<file path="config.mk">
export PLATFORM = sky130hd
export DESIGN_NAME = ps2_block_packer
export DESIGN_NICKNAME = d
export VERILOG_FILES = /design/src/rtl/ps2_pkg.sv /design/src/rtl/ps2_block_packer.sv
export SDC_FILE = /design/constraint.sdc
export NUM_CORES = 1
export LEC_CHECK = 0
export ABC_AREA = 1
export CAP_MARGIN = 10
export CORE_MARGIN = 3
export CORE_UTILIZATION = 45
export CTS_CLUSTER_SIZE = 24
export DETAILED_ROUTE_END_ITERATION = 8
export GPL_TIMING_DRIVEN = 1
export PLACE_DENSITY = 0.7
export SYNTH_ARGS = -nofsm -noshare
export SYNTH_HDL_FRONTEND = slang
export SYNTH_SLANG_ARGS = --single-unit
</file>
<file path="constraint.sdc">
create_clock -name clk -period 3.2 [get_ports clk]
set_clock_uncertainty 0.2 [all_clocks]
set_input_delay 0.96 -clock clk [delete_from_list [all_inputs] [get_ports clk]]
set_output_delay 0.96 -clock clk [all_outputs]
set_load 0.005 [all_outputs]
</file>
<file path="src/rtl/ps2_pkg.sv">
// Shared types and constants for the PS/2-to-RSA block packer.
package ps2_pkg;

    localparam int BLK_W_DEF = 128;
    localparam int BLK_BYTES = BLK_W_DEF / 8;
    localparam logic [7:0] PAD_BYTE_DEF = 8'h00;

    typedef logic [4:0] byte_cnt_t;

    typedef enum logic {
        S_FILL,
        S_HOLD
    } asm_state_e;

endpackage

</file>
<file path="src/rtl/ps2_block_packer.sv">
// Packs PS/2 key bytes MSB-first into BLK_W-bit blocks behind a one-entry output slot.
// Latency: last byte of a block in cycle N -> blk_valid_o at N+2; bytes arriving while the block is held are dropped (sticky overflow_o).
module ps2_block_packer
    import ps2_pkg::*;
#(
    parameter int         BLK_W    = BLK_W_DEF,
    parameter logic [7:0] PAD_BYTE = PAD_BYTE_DEF
) (
    input  logic             clk,
    input  logic             rst,
    input  logic [7:0]       ps2_data_i,
    input  logic             ps2_valid_i,
    input  logic             ps2_done,
    input  logic             ps2_reset,
    output logic [BLK_W-1:0] blk_data_o,
    output logic             blk_valid_o,
    input  logic             blk_ready_i,
    output logic             blk_last_o,
    output logic [4:0]       blk_bytes_o,
    output logic             overflow_o
);

    localparam int NB = BLK_W / 8;
    localparam logic [BLK_W-1:0] PAD_BLK = {NB{PAD_BYTE}};
    localparam byte_cnt_t NB_CNT = byte_cnt_t'(NB);

    asm_state_e       state_q, state_d;
    logic [BLK_W-1:0] asm_q, asm_d;
    byte_cnt_t        cnt_q, cnt_d;
    logic             closed_q, closed_d;
    logic             pend_last_q, pend_last_d;
    logic [BLK_W-1:0] out_dat_q, out_dat_d;
    logic             out_vld_q, out_vld_d;
    logic             out_last_q, out_last_d;
    byte_cnt_t        out_bytes_q, out_bytes_d;
    logic             ovf_q, ovf_d;

    byte_cnt_t cnt_fill;
    logic      slot_free;

    always_ff @(posedge clk) begin
        if (rst || ps2_reset) begin
            state_q     <= S_FILL;
            asm_q       <= PAD_BLK;
            cnt_q       <= '0;
            closed_q    <= 1'b0;
            pend_last_q <= 1'b0;
            out_dat_q   <= PAD_BLK;
            out_vld_q   <= 1'b0;
            out_last_q  <= 1'b0;
            out_bytes_q <= '0;
            ovf_q       <= 1'b0;
        end else begin
            state_q     <= state_d;
            asm_q       <= asm_d;
            cnt_q       <= cnt_d;
            closed_q    <= closed_d;
            pend_last_q <= pend_last_d;
            out_dat_q   <= out_dat_d;
            out_vld_q   <= out_vld_d;
            out_last_q  <= out_last_d;
            out_bytes_q <= out_bytes_d;
            ovf_q       <= ovf_d;
        end
    end

    always_comb begin
        state_d     = state_q;
        asm_d       = asm_q;
        cnt_d       = cnt_q;
        closed_d    = closed_q;
        pend_last_d = pend_last_q;
        out_dat_d   = out_dat_q;
        out_vld_d   = out_vld_q;
        out_last_d  = out_last_q;
        out_bytes_d = out_bytes_q;
        ovf_d       = ovf_q;

        slot_free = !out_vld_q || blk_ready_i;
        cnt_fill  = cnt_q + byte_cnt_t'(ps2_valid_i);

        if (out_vld_q && blk_ready_i) begin
            out_vld_d = 1'b0;
        end

        unique case (state_q)
            S_FILL: begin
                if (ps2_valid_i) begin
                    for (int k = 0; k < NB; k++) begin
                        if (cnt_q == byte_cnt_t'(k)) begin
                            asm_d[BLK_W-1-8*k -: 8] = ps2_data_i;
                        end
                    end
                    cnt_d = cnt_fill;
                end
                if (cnt_fill == NB_CNT) begin
                    state_d = S_HOLD;
                end
                if (ps2_done) begin
                    if (cnt_fill != '0) begin
                        state_d  = S_HOLD;
                        closed_d = 1'b1;
                    end else if (out_vld_q && !blk_ready_i) begin
                        // Empty message end: tag the block still waiting in the slot.
                        out_last_d = 1'b1;
                    end
                end
            end
            S_HOLD: begin
                if (ps2_valid_i) begin
                    ovf_d = 1'b1;
                end
                if (ps2_done) begin
                    pend_last_d = 1'b1;
                end
                if (slot_free) begin
                    out_dat_d   = asm_q;
                    out_vld_d   = 1'b1;
                    out_bytes_d = cnt_q;
                    out_last_d  = closed_q || pend_last_q || ps2_done;
                    asm_d       = PAD_BLK;
                    cnt_d       = '0;
                    closed_d    = 1'b0;
                    pend_last_d = 1'b0;
                    state_d     = S_FILL;
                end
            end
            default: state_d = S_FILL;
        endcase
    end

    assign blk_data_o  = out_dat_q;
    assign blk_valid_o = out_vld_q;
    assign blk_last_o  = out_last_q;
    assign blk_bytes_o = out_bytes_q;
    assign overflow_o  = ovf_q;

endmodule

</file>
==> key figures, run 1 <==
Synth
  – Mapped Cells: ~1200
  – Mean Syn Cell Area: between 8 and 9 sq um
  – Syn nets: 1180
  – Sequential-to-total area share from yosys stat: between 50% and 60%
  – Mapped Area: about 9500 sq um
  – Cell variety after synth: 26
  – Seq cells post-synth: roughly 270
  – Synth warnings: 0

Power and ir drop
  – Total power: 7.21 mW
  – Switch Pwr: roughly 1.6 mW
  – Max VDD drop: 0.000370 V
  – Pint: 5.58 mW
  – Sequential power share: between 40% and 50%
  – Pleak: slightly above 5 nW
  – PD cells: a little under 600 nW/um^2
  – Comb power frac: approximately 7.6%
  – Switching share of total power: between 20% and 30%
  – Clk pwr share: between 40% and 50%

Critical path
  – Critical path capture point type: output port
  – Worst path top cell family by delay: buffers and inverters
  – Slowest CP cell: clkdlybuf4s50_1
  – CP cell instances: clkdlybuf4s50_1
  – CP max stage delay: 0.52 ns
  – Max Fanout on Critical Path: 2
  – Worst EP required: approximately 2.0 ns
  – Crit path kind: flip-flop to output port
  – CP Launch Type: flip-flop
  – CP arrival: 1.41 ns
  – Buf+Inv Stages, Crit Path: 1

Layout
  – Antenna Cells: 0
  – Most common cell after layout, fill and taps aside: nor2_1
  – Syn-to-layout area delta: 27.4%
  – Finished Core Util: between 50% and 60%
  – Most frequent cells in the layout: 297 x nor2_1, 272 x dfxtp_1, 256 x o21ai_0
  – Fillers: 1890
  – Share of cells above drive strength 1: about 6.4%
  – Layout net count: 1300

Placed design
  – Post-detail-place hpwl: ~15000 um
  – IO Port Bufs: between 100 and 150
  – Gpl congestion: between 0.9 and 1

Timing
  – Hold_ws: roughly 0.25 ns
  – Endpoints failing setup: 0
  – Max-slew violation count: 0
  – Unrepaired setup endpoints after global routing: false
  – Headroom to the max-slew limit: 58.9%
  – Setup tns final: 0 ns
  – Worst slew pin tran: between 0.6 and 0.7 ns
  – Final period utilization: 80.2%
  – Crit path time final: 2.57 ns
  – Hold Violations, Final: 0
  – Max Freq: about 400 MHz

Clocking
  – CTS max path bufs: 3
  – Setup Buffers After CTS: 0
  – CTS clk-pin slew, worst paths: approximately 0.06 ns
  – Num Clock Sinks: roughly 270
  – Post-CTS Hold Fix Bufs: 0
  – TritonCTS clock tree: yes
  – Post_cts resized: 0
  – Htree depth: 1
  – CTS Buf Count: 27
  – Clk Latency, worst-skew pair: roughly 0.52 ns
  – Clock root buffer master: clkbuf_16

Route
  – Top layer in use: met4
  – Wire per inst: between 15 and 20 um
  – Initial DRC Count: ~500
  – Met2 wire length: about 11000 um
  – DR pass1 iterations: 5
  – DR vias/cell: 5.12
  – Post-Route WL: 24400 um
  – Wire length on met3: roughly 1200 um
  – Via Count: ~8000
  – DRC errors left: 0
  – M1 wire length: 11300 um
  – ANT nets after route: 0

Global route
  – Largest net degree at the start of global routing: 71
  – First-pass GRT wire length: 38800 um
  – Via count of the first global-routing pass: approximately 7400
  – Remaining Overflow, GRT: 0
  – Initial antenna violation count: 0
  – All-Layer GR Usage: approximately a fifth

Job
  – Max cap viols: 0

Floorplanning
  – Starting Density: between 40% and 50%
  – FP Rows: between 50 and 60
  – Chip height: between 150 and 200 um
  – Core area: 20500 sq um
  – Ports: 150
  – Full die area: between 20000 and 25000 sq um
  – Die X: roughly 150 um

Status
  – Status: finished, final reports clean

Min path
  – Worst Hold Class: flip-flop to flip-flop
[sequential cells by signal (all words and copies together) (netlist names)]
| register | cells |
|---|---|
| asm_q | 128 |
| overflow_o | 1 |
| blk_data_o | 128 |
| blk_last_o | 1 |
| closed_q | 1 |
| blk_bytes_o | 5 |
| cnt_q | 5 |
| state_q | 1 |
| blk_valid_o | 1 |
| pend_last_q | 1 |
[cell families (layout without fill, tap and decap cells)]
logic type      after synthesis  in the layout  share of synthesized area [%]
compound gates              407            407                           21.8
fa+ha+maj                     2              2                          0.263
buf+inv                     121            259                           5.51
flops                       272            272                           57.3
simple gates                362            362                           15.1
[cell type report]
class,instances,area (sq um),share of cell area (%)
Sequential cell,272,5450,45.0
Clock buffer,41,778,6.43
Inverter,38,145,1.20
Multi-Input combinational cell,771,3540,29.2
Timing Repair Buffer,174,1750,14.5
Clock inverter,6,105,0.868
Tap cell,270,338,2.79
[final timing paths]
kind,startpoint,end,slack (ns),cells after the start
max,blk_valid_o$_SDFF_PP0_,blk_valid_o,0.63,1
min reg2reg,asm_q[62]$_SDFFE_PP0P_,blk_data_o[62]$_SDFFE_PP0P_,0.25,2
min,asm_q[62]$_SDFFE_PP0P_,blk_data_o[62]$_SDFFE_PP0P_,0.25,2
max reg2reg,state_q$_SDFF_PP0_,asm_q[124]$_SDFFE_PP0P_,0.98,7
[metal layers]
layer,GRT usage [%],vias up
li1,-,4100
met1,29.5,3706
met2,33.4,200
met3,3.44,41
met4,5.21,0
met5,0,-
[power by group through the flow]
stage / logic [mW] / registers (mW) / clock network [mW]
after floorplan: 0.310 / 3.59 / 0
after global placement: 0.541 / 3.59 / 0
after detailed placement: 0.546 / 3.59 / 0
after CTS: 0.549 / 3.52 / 3.21
after global routing: 0.607 / 3.53 / 3.35
final: 0.545 / 3.52 / 3.15
[stage by stage]
step / cell area [sq um] / setup WS, ns / std cells
6_report: 12100 / 0.632 / 1572
5_1_grt: 12100 / 0.551 / 1572
4_1_cts: 12100 / 0.608 / 1572
3_5_place_dp: 11200 / 0.184 / 1525
3_3_place_gp: 11200 / 0.223 / 1525
2_1_floorplan: 9500 / 0.841 / 1164
[cell usage after synthesis]
cell type,count,area (sq um)
a211oi_1,1,7.51
a21oi_1,135,676
a21oi_4,1,16.3
a31oi_2,1,12.5
buf_1,4,15.0
buf_2,29,145
buf_4,8,60.1
clkbuf_1,42,158
dfxtp_1,272,5450
ha_1,2,25.0
inv_1,31,116
inv_2,6,22.5
inv_4,1,6.26
nand2_1,45,169
nand2_2,1,6.26
nand2_4,1,11.3
nand3_1,10,50.1
nand4_1,1,6.26
nor2_1,298,1120
nor2_4,4,45.0
nor2_8,1,20.0
nor4_1,1,6.26
o21a_1,1,7.51
o21ai_0,256,1280
o21ai_1,9,45.0
o21ai_2,3,26.3
(Power assumes the default switching activity.)
==> run 2, diff against run 1 <==
Settings changed: PLACE_DENSITY 0.7 to 0.72.
Clock period 3.2 ns to 2.3 ns, I/O delays scaled along.
==> run 2 against run 1 <==
Combinational power increased by 54%. Sequential power grew 39%. Clock power increased by 51%. Die area stayed put. Routed wire length rose by 0.50%. Critical path depth unchanged. Sequential share of layout area is 1.8 points lower. Hold slack better by 0.0019 ns. Cell count grew 1.8%. Core utilization grew 2.7 points. Global-route usage down 0.070 points. Critical endpoint is now blk_data_o[61].
==> key figures, run 2 (same netlist as run 1, synthesis figures left out) <==
Status
  – Status: finished, final reports clean

Layout
  – Antenna Cells: 0 (unchanged)
  – Share of cells above drive strength 1: 10.2% (+3.8 points)
  – FF/Latch Area: 5460 sq um (+0.32%)
  – Most common cell after layout, fill and taps aside: nor2_1
  – Fillers: 1812 (-4.1%)
  – Layout net count: 1327 (+2.1%)
  – Non-filler cells, final: 1601 (+1.8%)
  – Syn-to-layout area delta: 33.2%
  – Area occupied by multi-input gates: 3540 sq um (+0.14%)
  – Most frequent cells in the layout: 296 x nor2_1, 258 x dfxtp_1, 256 x o21ai_0

Floorplanning
  – Die X: 151 um (unchanged)
  – FP Rows: 52 (unchanged)
  – Chip height: 151 um (unchanged)
  – Ports: 150 (unchanged)
  – Core area: 20500 sq um (unchanged)
  – Starting Density: 46.3% (unchanged)
  – Full die area: 22900 sq um (unchanged)

Timing
  – Hold_ws: 0.257 ns (+0.00185 ns)
  – Unrepaired setup endpoints after global routing: false
  – Worst slew pin tran: 0.403 ns (-0.214 ns)
  – Crit path time final: roughly 2.3 ns
  – Headroom to the max-slew limit: 73.2% (+14 points)
  – Max Freq: ~440 MHz
  – Endpoints failing setup: 0 (unchanged)
  – Hold Violations, Final: 0 (unchanged)
  – Final period utilization: 98.8%
  – Max-slew violation count: 0 (unchanged)

Critical path
  – Critical path capture point type: output port
  – Worst EP required: 1.41 ns (-0.63 ns)
  – CP arrival: 1.38 ns (-0.03 ns)
  – Buf+Inv Stages, Crit Path: 1 (unchanged)
  – R2R setup slack: 0.32 ns (-0.66 ns)
  – R2r endpoint: blk_last_o$_SDFFE_PP0P_
  – Crit path kind: flip-flop to output port
  – Reg-to-Reg Start: cnt_q[0]$_SDFFE_PP0P_
  – Max Fanout on Critical Path: 2 (unchanged)
  – Crit. Startpoint: blk_data_o[61]$_SDFFE_PP0P_
  – CP cell instances: clkdlybuf4s50_1
  – Worst path top cell family by delay: buffers and inverters
  – CP Launch Type: flip-flop
  – Slowest CP cell: clkdlybuf4s50_1
  – CP max stage delay: 0.51 ns (about the same)
  – R2R cell count: 10 (+3)

Min path
  – Worst Hold Class: flip-flop to flip-flop
  – Hold Path End: asm_q[59]$_SDFFE_PP0P_
  – Worst hold path startpoint: asm_q[59]$_SDFFE_PP0P_
  – Hold-critical path depth: 2 (unchanged)

Global route
  – Largest net degree at the start of global routing: 72 (+1.4%)
  – First-pass GRT wire length: 39000 um (+0.52%)
  – Remaining Overflow, GRT: 0 (unchanged)
  – Initial antenna violation count: 0 (unchanged)
  – All-Layer GR Usage: 20.8% (-0.070 points)
  – Via count of the first global-routing pass: 7638 (+3.3%)

Route
  – ANT nets after route: 0 (unchanged)
  – Post-Route WL: 24500 um (+0.50%)
  – DRC errors left: 0 (unchanged)
  – Wire per inst: 15.3 um (-1.3%)
  – DR pass1 iterations: 7 (+2)
  – Initial DRC Count: 516 (+4.0%)
  – DR vias/cell: 5.11 (about the same)
  – Via Count: 8188 (+1.8%)

Power and ir drop
  – Pleak: 5.84 nW (+16%)
  – PD cells: 831 nW/um^2 (+39%)
  – Max VDD drop: 0.000553 V (+50%)

Clocking
  – CTS max path bufs: 3 (unchanged)
  – Htree depth: 1 (unchanged)
  – CTS Buf Count: 27 (unchanged)
  – Num Clock Sinks: 272 (unchanged)
  – TritonCTS clock tree: yes
  – CTS clk-pin slew, worst paths: 0.06 ns (about the same)
  – Clk Latency, worst-skew pair: 0.52 ns (about the same)
  – Clock root buffer master: clkbuf_16

Placed design
  – Gpl congestion: 0.951 (+1.5%)
  – Post-detail-place hpwl: 16000 um (+3.7%)
  – Placed Cells: 1552 (+1.8%)
  – IO Port Bufs: 149 (unchanged)

Job
  – Max cap viols: 0 (unchanged)
-- run 2: cell types whose count changed in the layout (fill, tap and decap cells not counted), moves of 4 or more --
cell / previous run / this run
dfxtp_2: 0 / 14
clkdlybuf4s50_1: 149 / 112
clkbuf_1: 9 / 1
dlymetal6s2s_1: 0 / 30
buf_4: 19 / 33
clkinv_2: 3 / 7
dfxtp_1: 272 / 258
buf_12: 6 / 19
dlygate4sd2_1: 0 / 7
-- run 2: worst max path at each step --
stage / end / slack, ns / cells after the start
final: blk_data_o[61] / 0.03 / 1
after global routing: blk_data_o[29] / 0.0008 / 1
after CTS: blk_bytes_o[3] / 0.0007 / 1
after detailed placement: blk_last_o$_SDFFE_PP0P_ / -0.40 / 11
after global placement: blk_last_o$_SDFFE_PP0P_ / -0.35 / 11
after floorplan: asm_q[39]$_SDFFE_PP0P_ / 0.21 / 7
-- run 2: power by group --
part           total, mW  switching [mW]  leakage [nW]  internal (mW)
combinational      0.841           0.498          3.16          0.342
sequential          4.90          0.0624          2.21           4.83
clock               4.77            1.82         0.480           2.95
-- run 2: layout make-up --
cell class | instances | area share (%)
Sequential cell | 272 | 43.2
Clock buffer | 32 | 5.80
Inverter | 38 | 1.15
Timing Repair Buffer | 201 | 17.3
Tap cell | 270 | 2.67
Multi-Input combinational cell | 771 | 28.0
Clock inverter | 17 | 1.95
-- run 2: timing repair --
item | in CTS | in global routing
hold buffers | 0 | 0
gates resized for setup | 16 | 37
endpoints found under the hold margin | 0 | 0
endpoints found under the setup margin | 16 | 36
buffers inserted | 0 | 0
pin swaps | 0 | 0
-- run 2: metrics by stage --
stage | setup TNS [ns] | area (sq um) | utilization, % | setup slack (ns) | total power [mW]
floorplan | 0 | 9500 | - | 0.211 | 5.42
global route | 0 | 12700 | 61.7 | 0.000763 | 10.9
CTS | 0 | 12600 | 61.3 | 0.000667 | 10.6
finish | 0 | 12700 | 61.7 | 0.0278 | 10.5
global placement | -29.27 | 11600 | 56.5 | -0.350 | 5.83
detailed placement | -36.74 | 11600 | 56.5 | -0.398 | 5.84
-- run 2: metal layers --
metal	part of all wire, %	track usage [%]	vias to the layer above
met5	0	0	-
met4	1.5	4.67	0
met3	5.3	3.29	34
met2	48	34.0	211
met1	45	29.1	3799
li1	-	-	4144
==> run 3, diff against run 2 <==
Settings changed: PLACE_DENSITY 0.72 to 0.7, SLEW_MARGIN set to 15.
Clock period 2.3 ns to 2.53 ns, I/O delays scaled along.
==> run 3 against run 2 <==
Cell count increased by 0.19%. Worst setup slack improved by 0.11 ns. Sequential power decreased by 9.2%. Hold slack improved by 0.0068 ns. Critical path depth unchanged. Die area unchanged. Core utilization decreased by 0.90 points. Non-clock buffer count increased by 2. Clock power decreased by 17%. Power decreased by 13%. Global-route usage increased by 0.55 points. Sequential share of layout area increased by 0.50 points.
==> key figures, run 3 (same netlist as run 1, synthesis figures left out) <==
Placed design
  – Dpl ws: -0.200 ns (+0.199 ns)
  – IO Port Bufs: 149 (unchanged)
  – Gpl congestion: 0.900 (-5.4%)
  – Post-detail-place hpwl: 16000 um (-0.44%)

Route
  – Post-Route WL: 24800 um (+1.1%)
  – Via Count: 8156 (-0.39%)
  – DR pass1 iterations: 5 (-2)
  – DRC errors left: 0 (unchanged)
  – DR vias/cell: 5.08 (-0.58%)
  – Wire per inst: 15.5 um (+0.95%)
  – ANT nets after route: 0 (unchanged)
  – Initial DRC Count: 499 (-3.3%)

Clocking
  – Post-CTS Hold Fix Bufs: 0 (unchanged)
  – Clk Latency, worst-skew pair: 0.52 ns (about the same)
  – Clock root buffer master: clkbuf_16
  – CTS clk-pin slew, worst paths: 0.06 ns (about the same)
  – CTS Buf Count: 27 (unchanged)
  – Setup Buffers After CTS: 0 (unchanged)
  – Htree depth: 1 (unchanged)
  – CTS max path bufs: 3 (unchanged)
  – Num Clock Sinks: 272 (unchanged)
  – Post_cts resized: 0 (-16)
  – TritonCTS clock tree: yes

Global route
  – Remaining Overflow, GRT: 0 (unchanged)
  – All-Layer GR Usage: 21.4% (+0.55 points)
  – Initial antenna violation count: 0 (unchanged)
  – Via count of the first global-routing pass: 7748 (+1.4%)
  – Largest net degree at the start of global routing: 57 (-21%)
  – First-pass GRT wire length: 39800 um (+1.9%)
  – Met2 global-route usage: 34.9% (+0.98 points)
  – Busiest metal layer after global routing: met2
  – Met1 Use GR: 29.7% (+0.57 points)
  – M3 GR Usage: 3.17% (-0.12 points)

Critical path
  – CP Launch Type: flip-flop
  – Worst EP required: 1.57 ns (+0.16 ns)
  – CP max stage delay: 0.53 ns (+0.02 ns)
  – CP cell instances: clkdlybuf4s50_1
  – R2R cell count: 8 (-2)
  – R2r endpoint: asm_q[48]$_SDFFE_PP0P_
  – R2R setup slack: 0.46 ns (+0.14 ns)
  – Critical path capture point type: output port
  – Crit path kind: flip-flop to output port
  – Buf+Inv Stages, Crit Path: 1 (unchanged)
  – Reg-to-Reg Start: state_q$_SDFF_PP0_
  – CP arrival: 1.44 ns (+0.06 ns)
  – Slowest CP cell: clkdlybuf4s50_1
  – Worst path top cell family by delay: buffers and inverters
  – Max Fanout on Critical Path: 2 (unchanged)

Floorplanning
  – Starting Density: 46.3% (unchanged)
  – Full die area: 22900 sq um (unchanged)
  – FP Rows: 52 (unchanged)
  – Core area: 20500 sq um (unchanged)
  – Ports: 150 (unchanged)
  – Die X: 151 um (unchanged)
  – Chip height: 151 um (unchanged)

Layout
  – Syn-to-layout area delta: 31.3%
  – Most frequent cells in the layout: 297 x nor2_1, 272 x dfxtp_1, 256 x o21ai_0
  – Most common cell after layout, fill and taps aside: nor2_1
  – Fillers: 1833 (+1.2%)
  – Share of cells above drive strength 1: 8.47% (-1.7 points)
  – Layout net count: 1329 (+0.15%)
  – Antenna Cells: 0 (unchanged)

Timing
  – Unrepaired setup endpoints after global routing: false
  – Crit path time final: roughly 2.4 ns
  – Hold Violations, Final: 0 (unchanged)
  – Max-slew violation count: 0 (unchanged)
  – Endpoints failing setup: 0 (unchanged)
  – Setup tns final: 0 ns (unchanged)
  – Hold_ws: 0.263 ns (+0.00680 ns)
  – Setup ws final: 0.136 ns (+0.108 ns)
  – Worst slew pin tran: 0.504 ns (+0.101 ns)
  – Max Freq: 418 MHz
  – Headroom to the max-slew limit: 66.4% (-6.8 points)
  – Final period utilization: around 95%

Job
  – Max cap viols: 0 (unchanged)

Min path
  – Worst Hold Class: flip-flop to flip-flop
  – Hold Path End: asm_q[56]$_SDFFE_PP0P_
  – Worst hold path startpoint: asm_q[56]$_SDFFE_PP0P_
  – Hold-critical path depth: 2 (unchanged)

Power and ir drop
  – Max VDD drop: 0.000485 V (-12%)
  – Total power: 9.17 mW (-13%)
  – PD cells: 735 nW/um^2 (-11%)
  – Pleak: 5.23 nW (-11%)

Status
  – Status: finished, final reports clean
run 3: metrics by stage:
stage / cell area (sq um) / util (%) / cells
after detailed placement: 11600 / 56.5 / 1554
final: 12500 / 60.8 / 1604
after floorplan: 9500 / - / 1164
after global routing: 12500 / 60.8 / 1604
after global placement: 11600 / 56.5 / 1554
after CTS: 12500 / 60.8 / 1604
run 3: power breakdown:
part	leakage [nW]	internal (mW)	switching (mW)
logic	2.59	0.314	0.454
registers	2.20	4.39	0.0591
clock network	0.433	2.36	1.59
run 3: area by class of cell:
type | count | area (sq um) | share of cell area (%)
Multi-Input combinational cell | 771 | 3540 | 28.4
Inverter | 38 | 145 | 1.16
Sequential cell | 272 | 5450 | 43.7
Clock inverter | 6 | 83.8 | 0.672
Tap cell | 270 | 338 | 2.71
Timing Repair Buffer | 203 | 2120 | 17.0
Clock buffer | 44 | 800 | 6.41
run 3: how the worst max path moves through the flow:
stage	from	endpoint	slack, ns	cells after the start
finish	blk_data_o[119]$_SDFFE_PP0P_	blk_data_o[119]	0.14	1
global placement	ps2_valid_i	blk_last_o$_SDFFE_PP0P_	-0.14	11
global route	blk_data_o[119]$_SDFFE_PP0P_	blk_data_o[119]	0.09	1
detailed placement	blk_ready_i	asm_q[48]$_SDFFE_PP0P_	-0.20	9
CTS	blk_data_o[119]$_SDFFE_PP0P_	blk_data_o[119]	0.11	1
floorplan	blk_ready_i	asm_q[39]$_SDFFE_PP0P_	0.37	7
run 3: worst min-delay path, stage by stage, from the launching register on:
cell     delay, ns
dfxtp_1       0.30
inv_1         0.07
a21oi_1       0.06
run 3: routing by layer:
metal	routed length [um]	part of all wire [%]
met1	11500	47
met5	0	0
met4	530	2.1
met3	1090	4.4
met2	11700	47
